`src/rtl/imem_loader.sv`:
```
// imem_loader: byte-stream loader packing little-endian words into a 64-word program
// memory, holding the CPU in reset until the programmed length is written.
module imem_loader #(
  parameter int WORDS = 64,
  parameter int AW    = 6
) (
  input  logic        clk,
  input  logic        reset,
  input  logic        start,
  input  logic [6:0]  num_words,
  input  logic [7:0]  byte_in,
  input  logic        byte_valid,
  output logic        byte_ready,
  output logic        cpu_hold,
  output logic        loading,
  output logic        done,
  output logic        err,
  output logic [6:0]  words_loaded,
  input  logic [31:0] addr,
  output logic [31:0] instr
);
  localparam logic [1:0] S_IDLE = 2'd0, S_LOAD = 2'd1, S_DONE = 2'd2;
  logic [1:0]  state_q, state_d, lane_q, lane_d;
  logic [23:0] hold_q, hold_d;
  logic [6:0]  wl_q, wl_d, num_q, num_d;
  logic        err_q, err_d, legal, take, wr;
  logic [31:0] mem [WORDS];
  logic        unused_addr;
  always_comb begin
    legal   = num_words != 7'd0 && num_words <= 7'(WORDS);
    take    = byte_valid && state_q == S_LOAD;
    wr      = take && lane_q == 2'd3;
    state_d = state_q;
    lane_d  = lane_q;
    hold_d  = hold_q;
    wl_d    = wl_q;
    num_d   = num_q;
    err_d   = err_q;
    if (start && state_q != S_LOAD) begin
      state_d = legal ? S_LOAD : state_q;
      err_d   = !legal;
      lane_d  = legal ? 2'd0 : lane_q;
      wl_d    = legal ? 7'd0 : wl_q;
      num_d   = legal ? num_words : num_q;
    end
    if (take) begin
      lane_d        = lane_q + 2'd1;
      hold_d[7:0]   = lane_q == 2'd0 ? byte_in : hold_q[7:0];
      hold_d[15:8]  = lane_q == 2'd1 ? byte_in : hold_q[15:8];
      hold_d[23:16] = lane_q == 2'd2 ? byte_in : hold_q[23:16];
    end
    if (wr) begin
      wl_d    = wl_q + 7'd1;
      state_d = wl_q + 7'd1 == num_q ? S_DONE : state_q;
    end
  end
  always_ff @(posedge clk) begin
    if (reset) begin
      state_q <= S_IDLE;
      lane_q  <= 2'd0;
      hold_q  <= 24'd0;
      wl_q    <= 7'd0;
      num_q   <= 7'd0;
      err_q   <= 1'b0;
    end else begin
      state_q <= state_d;
      lane_q  <= lane_d;
      hold_q  <= hold_d;
      wl_q    <= wl_d;
      num_q   <= num_d;
      err_q   <= err_d;
    end
  end
  // Memory has no reset: contents survive controller resets and reloads.
  always_ff @(posedge clk) begin
    if (wr && !reset) mem[wl_q[AW-1:0]] <= {byte_in, hold_q};
  end
  assign instr        = mem[addr[AW+1:2]];
  assign unused_addr  = ^{addr[31:AW+2], addr[1:0]};
  assign byte_ready   = state_q == S_LOAD;
  assign loading      = state_q == S_LOAD;
  assign done         = state_q == S_DONE;
  assign cpu_hold     = state_q != S_DONE;
  assign err          = err_q;
  assign words_loaded = wl_q;
endmodule

```
`config.mk`:
```
export PLATFORM = sky130hd
export DESIGN_NAME = imem_loader
export DESIGN_NICKNAME = d
export VERILOG_FILES = /design/src/rtl/imem_loader.sv
export SDC_FILE = /design/constraint.sdc
export NUM_CORES = 2
export LEC_CHECK = 0
export ABC_AREA = 1
export CORE_MARGIN = 5
export CORE_UTILIZATION = 60
export DETAILED_ROUTE_END_ITERATION = 16
export PLACE_DENSITY = 0.8
export SETUP_SLACK_MARGIN = 0.05
export SYNTH_ARGS = -nofsm -noshare
export SYNTH_HDL_FRONTEND = slang
export SYNTH_SLANG_ARGS = --single-unit
```
`constraint.sdc`:
```
create_clock -name clk -period 8.2 [get_ports clk]
set_input_delay 1.64 -clock clk [delete_from_list [all_inputs] [get_ports clk]]
set_output_delay 1.64 -clock clk [all_outputs]
set_load 0.02 [all_outputs]
```
Word level (Yosys, flattened, before mapping)
Memory sizes are Yosys's and may differ from the RTL's.
Cells that the tools add are included.
{"block": "totals", "mem_bits_rw": 2048, "ff_bits": 43, "mem_count": 1, "word_cells": 53}
{"name": "mem", "depth": 64, "width": 32, "read_ports": 1, "rd_ports_with_merged_regs": 0, "write_ports": 1, "line": "27", "source": "logic [31:0] mem [WORDS];"}
{"block": "classes", "n_eq_ne": 9, "n_mux": 12, "n_lt_le_gt_ge": 1, "add_sub_neg": 2, "reduce_logical": 20}
{"op": "$mux 7", "n": 3}
{"op": "$mux 2", "n": 7}
{"op": "$reduce_and 2->1", "n": 6}
{"op": "$reduce_bool 2->1", "n": 4}
{"op": "$add 7x1->7 const B", "n": 1}
{"op": "$eq 7x7->1", "n": 1}
{"op": "$le 7x7->1 const B", "n": 1}
{"op": "$reduce_bool 7->1", "n": 1}
{"op": "$eq 2x2->1 const B", "n": 3}
{"op": "$logic_and 1x1->1", "n": 5}
{"op": "$eq 2x1->1 const B", "n": 2}
{"op": "$ne 2x1->1 const B", "n": 2}
{"op": "$reduce_and 3->1", "n": 1}
{"op": "$add 2x1->2 const B", "n": 1}
{"op": "$logic_not 1->1", "n": 2}
{"op": "$logic_not 2->1", "n": 1}
{"op": "$mux 1", "n": 2}
{"op": "$ne 2x2->1 const B", "n": 1}

Depth between registers and ports, before layout
{"block": "depth", "word_depth": 6, "depth_mapped": 14, "mapped_depth_nobuf": 14}

Least setup slack after synthesis
OpenSTA, ideal clock, no wires.
{"block": "synth_path", "path_kind": "input-to-output", "start": "in addr[3]", "end": "out instr[12]", "path_slack_ns": 3.612, "arrival_time_ns": 2.948, "n_path_buf": 3, "required_time_ns": 6.560, "cell_stages": 11, "cell_sequence": "buf_4 inv_2 buf_4 clkbuf_1 o21ai_0 o22ai_1 nand2_1 nand3_1 nand3_1 nand3_1 and2_1"}
{"block": "synth_via", "elab_chain_len": 1}
{"item": "start, declared", "line": "19", "source": "input logic [31:0] addr,"}
{"item": "$mem_v2 64x32"}
{"item": "end, declared", "line": "20", "source": "output logic [31:0] instr"}
Every way passes these cells.

Worst setup path after layout
{"block": "layout_path", "start": "in addr[2]", "end": "out instr[24]"}
Same word-level chain as after synthesis.

==> results.sh <==
export IMPL_layout_drive_gt1_share_pct=8.42
export IMPL_reg2reg_to="mem[41][4]$_DFFE_PP_"
export IMPL_htree_levels=4
export IMPL_synth_edff_count=2048
export IMPL_drtIter0Drc=9301
export IMPL_cts_buffer_depth=3
export IMPL_p_per_area_mw_per_mm2=237
export IMPL_dp_hpwl_mm=116
export IMPL_drtPass1Iterations=7
export IMPL_dieHeight_um=381
export IMPL_clock_latency_ns=0.82
export IMPL_cts_sinks=2091
export IMPL_syn_area_per_cell_um2=12.8
export IMPL_cp_common_cell="nand3_1"
export IMPL_slew_headroom_pct=8.42
export IMPL_tns_ns=0
export IMPL_required_ns=6.56
export IMPL_drc=0
export IMPL_grt_pass1_vias=53841
export IMPL_synthTopCellsByArea="edfxtp_1 75%, o21ai_0 6.1%, nor2_1 5.1%"
export IMPL_rows=136
export IMPL_initial_core_util_pct=60.2
export IMPL_ys_types=33
export IMPL_portBuffers=68
export IMPL_antenna_found_initial=9
export IMPL_grt_pass1_wl_mm=328
export IMPL_min_path_cells=2
export IMPL_grt_usage_pct=30.1
export IMPL_num_vias=55622
export IMPL_end_kind="primary output"
export IMPL_mostFrequentLayoutCells="2048 x edfxtp_1, 1051 x nor2_1, 1008 x o21ai_0, 659 x nand2_1, 512 x o22ai_1"
export IMPL_clk_transition_reported_paths_ns=0.06
export IMPL_cts_buffers=189
export IMPL_reg2reg_slack_ns=3.63
export IMPL_hp_start="err$_SDFFE_PP0P_"
export IMPL_peakVddDrop_v=0.000172
export IMPL_seqPwrFrac_pct=53.7
export IMPL_yosysSeqAreaShare_pct=75.6
export IMPL_status="finished clean"
export IMPL_cp_max_fo=192
export IMPL_stdcell_area_mm2=0.0916
export IMPL_report_final_slew_viol_count=0
export IMPL_synth_seq_cells=2091
export IMPL_finalHoldViolCount=0
export IMPL_fmax_mhz=142
export IMPL_worstPathCellList="buf_8 > inv_16 > buf_12 > o21ai_0 > o22ai_1 > nand2_1 > nand3_1 > nand3_1 > nand3_1 > and2_1 > clkdlybuf4s50_1"
export IMPL_skew_ns=0.0381
export IMPL_period_share_pct=85.9
export IMPL_grt_max_degree=193
export IMPL_grt_setup_unrepaired="no"
export IMPL_setup_viol=0
export IMPL_ant_nets=0
export IMPL_r2r_start="state_q[0]$_SDFFE_PP0P_"
export IMPL_synth_top_cell_area_share_pct=74.5
export IMPL_final_nets=6464
export IMPL_yosysWarnings=0
export IMPL_postCtsSetupRepairBufs=0
export IMPL_dieWidth_um=381
export IMPL_place_congestion=0.884
export IMPL_p_switching_mw=4.65
export IMPL_holdCritPathClass="flop to flop"
export IMPL_maxCapViolCount=0
export IMPL_final_common_cell="edfxtp_1"
export IMPL_worst_setup_path_start_kind="input port"
export IMPL_rr_worst_depth=11
export IMPL_cts_root_buf="clkbuf_16"
export IMPL_cts_hold_buffers=0
export IMPL_die_area_mm2=0.145
export IMPL_path_buf_inv=4
export IMPL_coreArea_mm2=0.137
export IMPL_p_int_mw=17.0
export IMPL_cp_data_arrival_time_ns=5.40
export IMPL_synth_nets=6498
export IMPL_placed_cell_area_mm2=0.0854
export IMPL_cts_resized=0
export IMPL_hold_slack_ns=0.464
export IMPL_p_leak_nw=29.4
export IMPL_worst_pin_slew_ns=1.37
export IMPL_fin_total_pwr_mw=21.7
export IMPL_gr_total_overflow=0
export IMPL_worstSetupPathType="input port to primary output"
export IMPL_post_drt_wl_per_cell_um=26.8
export IMPL_via_per_inst=6.65
export IMPL_comb_power_share_pct=5.4
export IMPL_period_needed_ns=7.04
export IMPL_yosysTopAreaCell="edfxtp_1"
export IMPL_worst_path_max_delay_cell="buf_8"
export IMPL_syn_cell_area_mm2=0.0825
export IMPL_pwr_share_clk_pct=40.9
export IMPL_io_pins=95
export IMPL_synth_flop_cell="edfxtp_1"
export IMPL_max_stage_delay_ns=0.57
export IMPL_hold_end="err$_SDFFE_PP0P_"
export IMPL_sw_frac_of_total_pct=21.4
export IMPL_crit_family="buffers and inverters"
export IMPL_drt_total_wl_mm=224
export IMPL_synthArstFlopShare_pct=0
export IMPL_cts_tree="built"
export IMPL_syn2layout_area_growth_pct=11.0
export IMPL_syn_inst=6442
export IMPL_fill_cells=8846
## worst max-delay path by stage
stage,cells past startpoint,slack [ns],start,endpoint
after floorplan,11,3.61,addr[3],instr[12]
after global placement,12,1.49,addr[2],instr[18]
after detailed placement,12,1.39,addr[2],instr[18]
after CTS,12,1.36,addr[2],instr[18]
after global routing,12,1.14,addr[2],instr[18]
final,11,1.16,addr[2],instr[24]
## state kept, by name (all words and copies together), names as in the netlist
name          cells
mem            2048
num_q             7
hold_q           24
words_loaded      7
lane_q            2
err               1
state_q           2
## power by group through the flow
stage	Combinational, mW	Sequential (mW)	Clock [mW]
finish	1.18	11.6	8.86
global route	1.24	11.6	9.33
CTS	1.13	11.6	8.87
detailed placement	1.12	11.9	0
global placement	1.08	11.9	0
floorplan	0.696	11.9	0
## worst register-to-register path: cells and delay by family (launching register included)
family,cells,cell delay (ns)
simple gates,7,2.88
buf+inv,4,1.06
flops,1,0.33
## final cells by class
| type | instances | area, µm² | share of cell area [%] |
|---|---|---|---|
| Inverter | 35 | 168 | 0.183 |
| Antenna cell | 1 | 2.50 | 0.00273 |
| Tap cell | 1794 | 2240 | 2.45 |
| Timing Repair Buffer | 238 | 2250 | 2.46 |
| Sequential cell | 2091 | 62400 | 68.1 |
| Clock buffer | 231 | 5040 | 5.50 |
| Clock inverter | 122 | 1170 | 1.28 |
| Multi-Input combinational cell | 3853 | 18300 | 20.0 |
## per-layer routing
metal | global-route usage, % | vias up | part of all wire [%]
li1 | - | 23679 | -
met1 | 40.0 | 26714 | 34
met2 | 46.7 | 4478 | 46
met3 | 7.40 | 743 | 14
met4 | 16.1 | 8 | 6.0
met5 | 0.562 | - | 0.072
## cells by family (layout without fill, tap and decap cells)
logic type               after synthesis  after routing  synth area share [%]
AND/OR/NAND/NOR                     2226           2226                  10.9
flip-flops                          2091           2091                  75.6
AO/OA/AOI/OAI                       1621           1621                  10.7
buffers and inverters                498            626                  2.82
adder cells (fa/ha/maj)                5              5                0.0758
XOR/XNOR                               1              1                0.0106
other                                  0              1                     0
## cells in the mapped netlist, types with 2 or more instances
library cell  count
o21ai_1          42
dfxtp_1          43
inv_1            31
buf_4            39
buf_6            21
buf_2            93
nand3b_1          2
nand3_1         423
a21oi_1          45
o211ai_1         10
nor2_1         1115
clkbuf_1        279
buf_1            28
buf_8             2
inv_2             2
nand2_1         659
o31ai_1           2
edfxtp_1       2048
o21ai_0        1008
ha_1              5
o22ai_1         512
and2_1           21
nand4_1           2
## stage by stage
stage | instances | utilization (%) | setup WS, ns
after detailed placement | 8011 | 62.2 | 1.39
final | 8365 | 66.8 | 1.16
after global placement | 8011 | 62.2 | 1.49
after CTS | 8364 | 66.8 | 1.36
after floorplan | 6442 | - | 3.61
after global routing | 8364 | 66.8 | 1.14
Power figures use the tool's default switching activity.
